**config.mk**
```make
export PLATFORM = sky130hd
export DESIGN_NAME = lc3_int_ctrl
export DESIGN_NICKNAME = d
export VERILOG_FILES = /design/src/rtl/lc3_int_pkg.sv /design/src/rtl/lc3_int_arb.sv /design/src/rtl/lc3_int_ctrl.sv
export SDC_FILE = /design/constraint.sdc
export NUM_CORES = 1
export LEC_CHECK = 0
export ABC_AREA = 1
export CORE_AREA = 2 2 80 82
export DETAILED_ROUTE_END_ITERATION = 7
export DIE_AREA = 0 0 82 84
export PLACE_DENSITY = 0.77
export SYNTH_ARGS = -nofsm -noshare
export SYNTH_HDL_FRONTEND = slang
export SYNTH_SLANG_ARGS = --single-unit
export TNS_END_PERCENT = 100
```
**constraint.sdc**
```tcl
create_clock -name clk -period 8.3 [get_ports clk]
set_input_delay 0.83 -clock clk [delete_from_list [all_inputs] [get_ports clk]]
set_output_delay 0.83 -clock clk [all_outputs]
set_load 0.02 [all_outputs]
```
**src/rtl/lc3_int_pkg.sv**
```systemverilog
// Shared types and helpers for the LC-3 multi-channel interrupt controller.
package lc3_int_pkg;

    typedef enum logic [1:0] {
        IDLE = 2'd0,
        REQ  = 2'd1,
        WAIT = 2'd2
    } int_state_t;

    // Vector of a channel: base plus channel index, wrapping at 8 bits.
    function automatic logic [7:0] vec_of(input logic [7:0] base, input logic [7:0] ch);
        return base + ch;
    endfunction

endpackage

```
**src/rtl/lc3_int_arb.sv**
```systemverilog
// Combinational priority arbiter: highest priority wins, ties go to the lowest index,
// and the winner is only valid when it strictly exceeds the processor priority.
module lc3_int_arb #(
    parameter int NUM_CH = 8,
    parameter int PRIO_W = 3,
    parameter int CH_W   = 3
) (
    input  logic [NUM_CH-1:0]        cand,
    input  logic [NUM_CH*PRIO_W-1:0] ch_prio,
    input  logic [PRIO_W-1:0]        cpu_prio,
    output logic                     win_valid,
    output logic [CH_W-1:0]          win_ch,
    output logic [PRIO_W-1:0]        win_prio
);

    logic any_cand;

    // Ascending scan with a strict compare keeps the lowest index on ties.
    always_comb begin
        any_cand = 1'b0;
        win_ch   = '0;
        win_prio = '0;
        for (int c = 0; c < NUM_CH; c++) begin
            if (cand[c] && (!any_cand || (ch_prio[c*PRIO_W +: PRIO_W] > win_prio))) begin
                any_cand = 1'b1;
                win_ch   = CH_W'(c);
                win_prio = ch_prio[c*PRIO_W +: PRIO_W];
            end
        end
        win_valid = any_cand && (win_prio > cpu_prio);
    end

endmodule

```
**src/rtl/lc3_int_ctrl.sv**
```systemverilog
// LC-3 interrupt controller: per-channel edge/level pending, mask register,
// priority arbitration and a request/acknowledge handshake with held vector.
module lc3_int_ctrl
    import lc3_int_pkg::*;
#(
    parameter int                NUM_CH     = 8,
    parameter int                PRIO_W     = 3,
    parameter logic [7:0]        VEC_BASE   = 8'h80,
    parameter logic [NUM_CH-1:0] TRIG_LEVEL = '0
) (
    input  logic                     clk,
    input  logic                     rst_n,
    input  logic [NUM_CH-1:0]        irq_i,
    input  logic [NUM_CH*PRIO_W-1:0] ch_prio_i,
    input  logic [PRIO_W-1:0]        cpu_prio_i,
    input  logic                     mask_we_i,
    input  logic [NUM_CH-1:0]        mask_wdata_i,
    input  logic                     int_ack_i,
    output logic                     int_o,
    output logic [PRIO_W-1:0]        intp_o,
    output logic [7:0]               intv_o,
    output logic [NUM_CH-1:0]        pending_o,
    output logic [NUM_CH-1:0]        mask_o
);

    localparam int CH_W = (NUM_CH > 1) ? $clog2(NUM_CH) : 1;

    int_state_t        state;
    logic [NUM_CH-1:0] irq_q;
    logic [NUM_CH-1:0] pending;
    logic [NUM_CH-1:0] mask;
    logic [CH_W-1:0]   hold_ch;
    logic [PRIO_W-1:0] hold_prio;

    logic [NUM_CH-1:0] edge_set;
    logic [NUM_CH-1:0] ack_clr;
    logic [NUM_CH-1:0] pending_next;
    logic              ack_take;
    logic              withdraw;
    logic              win_valid;
    logic [CH_W-1:0]   win_ch;
    logic [PRIO_W-1:0] win_prio;

    assign pending_o = pending;
    assign mask_o    = mask;
    assign edge_set  = irq_i & ~irq_q;
    assign ack_take  = (state == REQ) && int_ack_i;
    assign withdraw  = mask[hold_ch] || !pending[hold_ch] || (cpu_prio_i >= hold_prio);

    // Set beats clear on edge channels; level channels simply follow the delayed line.
    always_comb begin
        ack_clr = '0;
        if (ack_take) begin
            ack_clr[hold_ch] = 1'b1;
        end
        pending_next = (TRIG_LEVEL & irq_q) | (~TRIG_LEVEL & ((pending & ~ack_clr) | edge_set));
    end

    lc3_int_arb #(
        .NUM_CH (NUM_CH),
        .PRIO_W (PRIO_W),
        .CH_W   (CH_W)
    ) u_arb (
        .cand      (pending & ~mask),
        .ch_prio   (ch_prio_i),
        .cpu_prio  (cpu_prio_i),
        .win_valid (win_valid),
        .win_ch    (win_ch),
        .win_prio  (win_prio)
    );

    always_ff @(posedge clk or negedge rst_n) begin
        if (!rst_n) begin
            irq_q   <= '0;
            pending <= '0;
            mask    <= '1;
        end else begin
            irq_q   <= irq_i;
            pending <= pending_next;
            if (mask_we_i) begin
                mask <= mask_wdata_i;
            end
        end
    end

    // The vector and priority are captured once on entry to REQ and never re-arbitrated.
    always_ff @(posedge clk or negedge rst_n) begin
        if (!rst_n) begin
            state     <= IDLE;
            int_o     <= 1'b0;
            intp_o    <= '0;
            intv_o    <= '0;
            hold_ch   <= '0;
            hold_prio <= '0;
        end else begin
            case (state)
                IDLE: begin
                    if (win_valid) begin
                        state     <= REQ;
                        int_o     <= 1'b1;
                        hold_ch   <= win_ch;
                        hold_prio <= win_prio;
                        intp_o    <= win_prio;
                        intv_o    <= vec_of(VEC_BASE, 8'(win_ch));
                    end
                end
                REQ: begin
                    if (int_ack_i) begin
                        state <= WAIT;
                        int_o <= 1'b0;
                    end else if (withdraw) begin
                        state <= IDLE;
                        int_o <= 1'b0;
                    end
                end
                WAIT: begin
                    state <= IDLE;
                    int_o <= 1'b0;
                end
                default: begin
                    state <= IDLE;
                    int_o <= 1'b0;
                end
            endcase
        end
    end

endmodule

```
==> out/qor.csv, run 1 <==
stage;metric;value;unit
timing;hold slack;422.3;ps
routing;via count;3189;
routing;first-pass detailed-route iteration total;4;
logic_synthesis;post-synthesis xor/xnor area fraction;0;%
logic_synthesis;post-synthesis mux area share;0.8646;%
timing;Setup TNS;-10980;ps
final_layout;proportion of layout cells with a drive suffix above 1;47.32;%
die;Site Rows;29;
routing;Post-Route WL;10140;um
die;io pins;75;
timing;f_max;101.9;MHz
place;GPL Wtd Cong;0.8629;
timing;max-slew violation count;0;
setup_path;kind of critical path;input port to flop;
setup_path;Max Fanout on Critical Path;7;
die;Initial Util;42.73;%
setup_path;CP max-delay cell;ha_4;
grt;first-pass GRT wire length;13350;um
setup_path;crit end category;flop;
logic_synthesis;largest family of logic cells by synthesized area;simple AND/OR/NAND/NOR gates;
power_and_ir_drop;PwrDens;422.5;mW/mm^2
clock_tree;cts bufs inserted;5;
timing;Final period util;118.2;%
die;die width;82;um
timing;unrepaired setup endpoints after global routing;yes;
grt;GRT Residual Overflow;0;
timing;min cycle time layout;9809;ps
logic_synthesis;post-synthesis cell type count;38;
routing;ANT nets after route;0;
timing;final hold violations;0;
die;chip height;84;um
power_and_ir_drop;LEAKAGE;2.365;nW
power_and_ir_drop;peak supply drop;0.0004110;V
logic_synthesis;count of state elements after synthesis;33;
clock_tree;Root Buffer Master;clkbuf_8;
routing;Vias/cell;5.324;
setup_path;WP data required;8460;ps
setup_path;startpoint type of the worst setup path;input port;
clock_tree;H-tree levels;2;
hold_path;hold crit path type;flop to flop;
logic_synthesis;Post-Synth Adder-Cell Area;12.49;%
place;buffers added on ports;70;
grt;initial antenna violation count;0;
setup_path;Critical path buffers and inverters;12;
place;HPWL Detailed;5805;um
logic_synthesis;Synth Area in Compound Gates;15.13;%
setup_path;CP top delay family;simple AND/OR/NAND/NOR gates;
setup_path;Critical Path Max Stage Delay;280;ps
outcome;failing checks;negative setup slack;
final_layout;Layout Nets;594;
setup_path;cell mode on critical path;nand2_1;
final_layout;Util after Layout;78.65;%
grt;largest net degree at the start of global routing;34;
job;max cap viols;0;
clock_tree;clock sink count;33;
logic_synthesis;post-synthesis area per instance;7.684;um^2
clock_tree;Longest Clk Path Bufs;2;
timing;final clock skew;4.289;ps
die;die area;0.006888;mm^2
logic_synthesis;synthesized area;0.002605;mm^2
final_layout;Layout Area Growth over Synthesis;84.05;%
grt;Total GRT Usage;24.76;%
setup_path;WP data arrival;9970;ps
timing;setup ws final;-1509;ps
logic_synthesis;Seq/Total Area, Yosys;32.08;%
final_layout;Ant. Diodes;0;
power_and_ir_drop;Pwr Total;2.026;mW
clock_tree;CTS clk-pin slew, worst paths;70;ps
final_layout;area of the multi-input gates;0.001951;mm^2
logic_synthesis;Synth Warn #;0;
final_layout;register area;835.8;um^2
outcome;status;complete, but fails checks;
final_layout;Fillers;387;
final_layout;final instance area;0.004795;mm^2
routing;number of DRC markers in iteration 0;134;
timing;worst-margin pin slew;713.7;ps
die;Core Footprint;0.006096;mm^2
routing;DR DRC count;0;
place;Placed Area;0.003965;mm^2
clock_tree;clk_lat worst skew;290;ps
routing;DR WL/cell;16.93;um
logic_synthesis;synthesized instance count;339;
timing;Max-slew headroom;52.24;%
grt;vias in the first global route;2912;
timing;Final setup viols;8;
clock_tree;TritonCTS clock tree;built;
logic_synthesis;fraction of the mapped netlist area in simple logic gates;28.91;%
area by class of cell:
cell class / count / share of cell area (%)
multi-input combinational: 241 / 40.68
inverter: 63 / 5.245
clock buffer: 6 / 1.722
tap: 77 / 2.009
sequential: 33 / 17.43
clock inverter: 2 / 0.7829
timing repair buffer: 177 / 32.12
routing by layer:
metal,GRT usage (%),vias up,routed length [um]
li1,-,1474,-
met4,5.909,0,381
met2,44.64,140,5209
met1,30.23,1535,3943
met5,0,-,0
met3,3.680,40,605
per-stage QoR:
| stage | instances | worst slack, ps |
|---|---|---|
| after detailed placement | 544 | -1890 |
| after global placement | 544 | -1563 |
| after floorplan | 342 | -752.2 |
| after global routing | 599 | -1960 |
| after CTS | 587 | -920.4 |
| final | 599 | -1509 |
flip-flops by register name, summed over array words and instances, names as in the netlist:
register	count
hold_ch	2
int_o	1
intp_o	3
intv_o	2
irq_q	8
mask_o	8
pending_o	8
state	1
where the power goes:
part | switching, mW | internal [mW] | total, mW
logic | 0.811 | 0.825 | 1.64
registers | 0.0324 | 0.199 | 0.231
clock network | 0.0610 | 0.0975 | 0.158
total | 0.905 | 1.12 | 2.03
kinds of logic after synthesis:
| logic type | after synthesis |
|---|---|
| buffers and inverters | 68 |
| AOI/OAI and AO/OA | 65 |
| and+or+nand+nor | 144 |
| other | 1 |
| adders and majority gates | 26 |
| DFF | 33 |
| muxes | 2 |
final timing paths:
check / slack, ps / start / depth (start not counted) / endpoint
setup / recovery: -1510 / ch_prio_i[2] / 76 / hold_ch[0]
hold / removal: 420 / irq_q[2] / 1 / pending_o[2]
setup reg to reg: -1480 / mask_o[0] / 76 / hold_ch[0]
min in group asynchronous: 930 / rst_n / 2 / intp_o[1]
max in group asynchronous: 7040 / rst_n / 2 / mask_o[3]
hold reg to reg: 420 / irq_q[2] / 1 / pending_o[2]
cells in the final DEF, fill, tap and decap left out, types with 3 or more instances in the layout:
cell type,count
dlymetal6s2s_1,5
clkdlybuf4s50_1,64
nand3_2,15
inv_4,3
nand2_1,42
nand2_2,20
and2_4,6
conb_1,4
ha_1,10
or2_4,5
o21ai_1,4
nor2_1,13
dfstp_2,8
buf_6,5
a21oi_2,6
dfrtp_1,25
nand2_4,12
buf_4,102
nand3_1,12
inv_2,12
o21ai_0,26
o21ai_4,3
nor2_4,4
inv_1,47
ha_4,15
a21oi_1,3
nor3_1,6
nand3_4,3
o21ai_2,10
clkbuf_8,6
cells in the mapped netlist, drive strengths merged:
cell | instances | area (um^2)
mux2 | 2 | 22.52
or2 | 7 | 46.30
a21oi | 9 | 45.04
o31ai | 1 | 7.510
conb | 1 | 3.750
ha | 26 | 325.3
inv | 63 | 236.5
o2111ai | 1 | 8.760
buf | 4 | 30.03
o21ai | 43 | 249.0
clkbuf | 1 | 3.750
dfstp | 8 | 210.2
o211ai | 1 | 7.510
o22ai | 2 | 12.51
a211oi | 1 | 7.510
a221oi | 1 | 8.760
a32oi | 2 | 17.52
o221ai | 1 | 8.760
nand2 | 74 | 337.8
nor2 | 19 | 81.33
nor3 | 6 | 30.03
a31oi | 2 | 12.51
and2 | 7 | 43.79
dfrtp | 25 | 625.6
nand3 | 30 | 207.7
a2111oi | 1 | 8.760
nand4 | 1 | 6.260
what timing repair did:
action / CTS / global route
setup endpoints to repair: 8 / 8
hold buffers: 0 / 0
gates resized for setup: 28 / 58
pin swaps: 43 / 53
setup buffers: 35 / 12
No activity file was read; power rests on OpenSTA's default activity.
==> run 2, diff against run 1 <==
SETUP_SLACK_MARGIN = 0.5   (was not set)
==> results of run 2 <==
The final DEF is identical to that of run 1; final timing and power are the same.
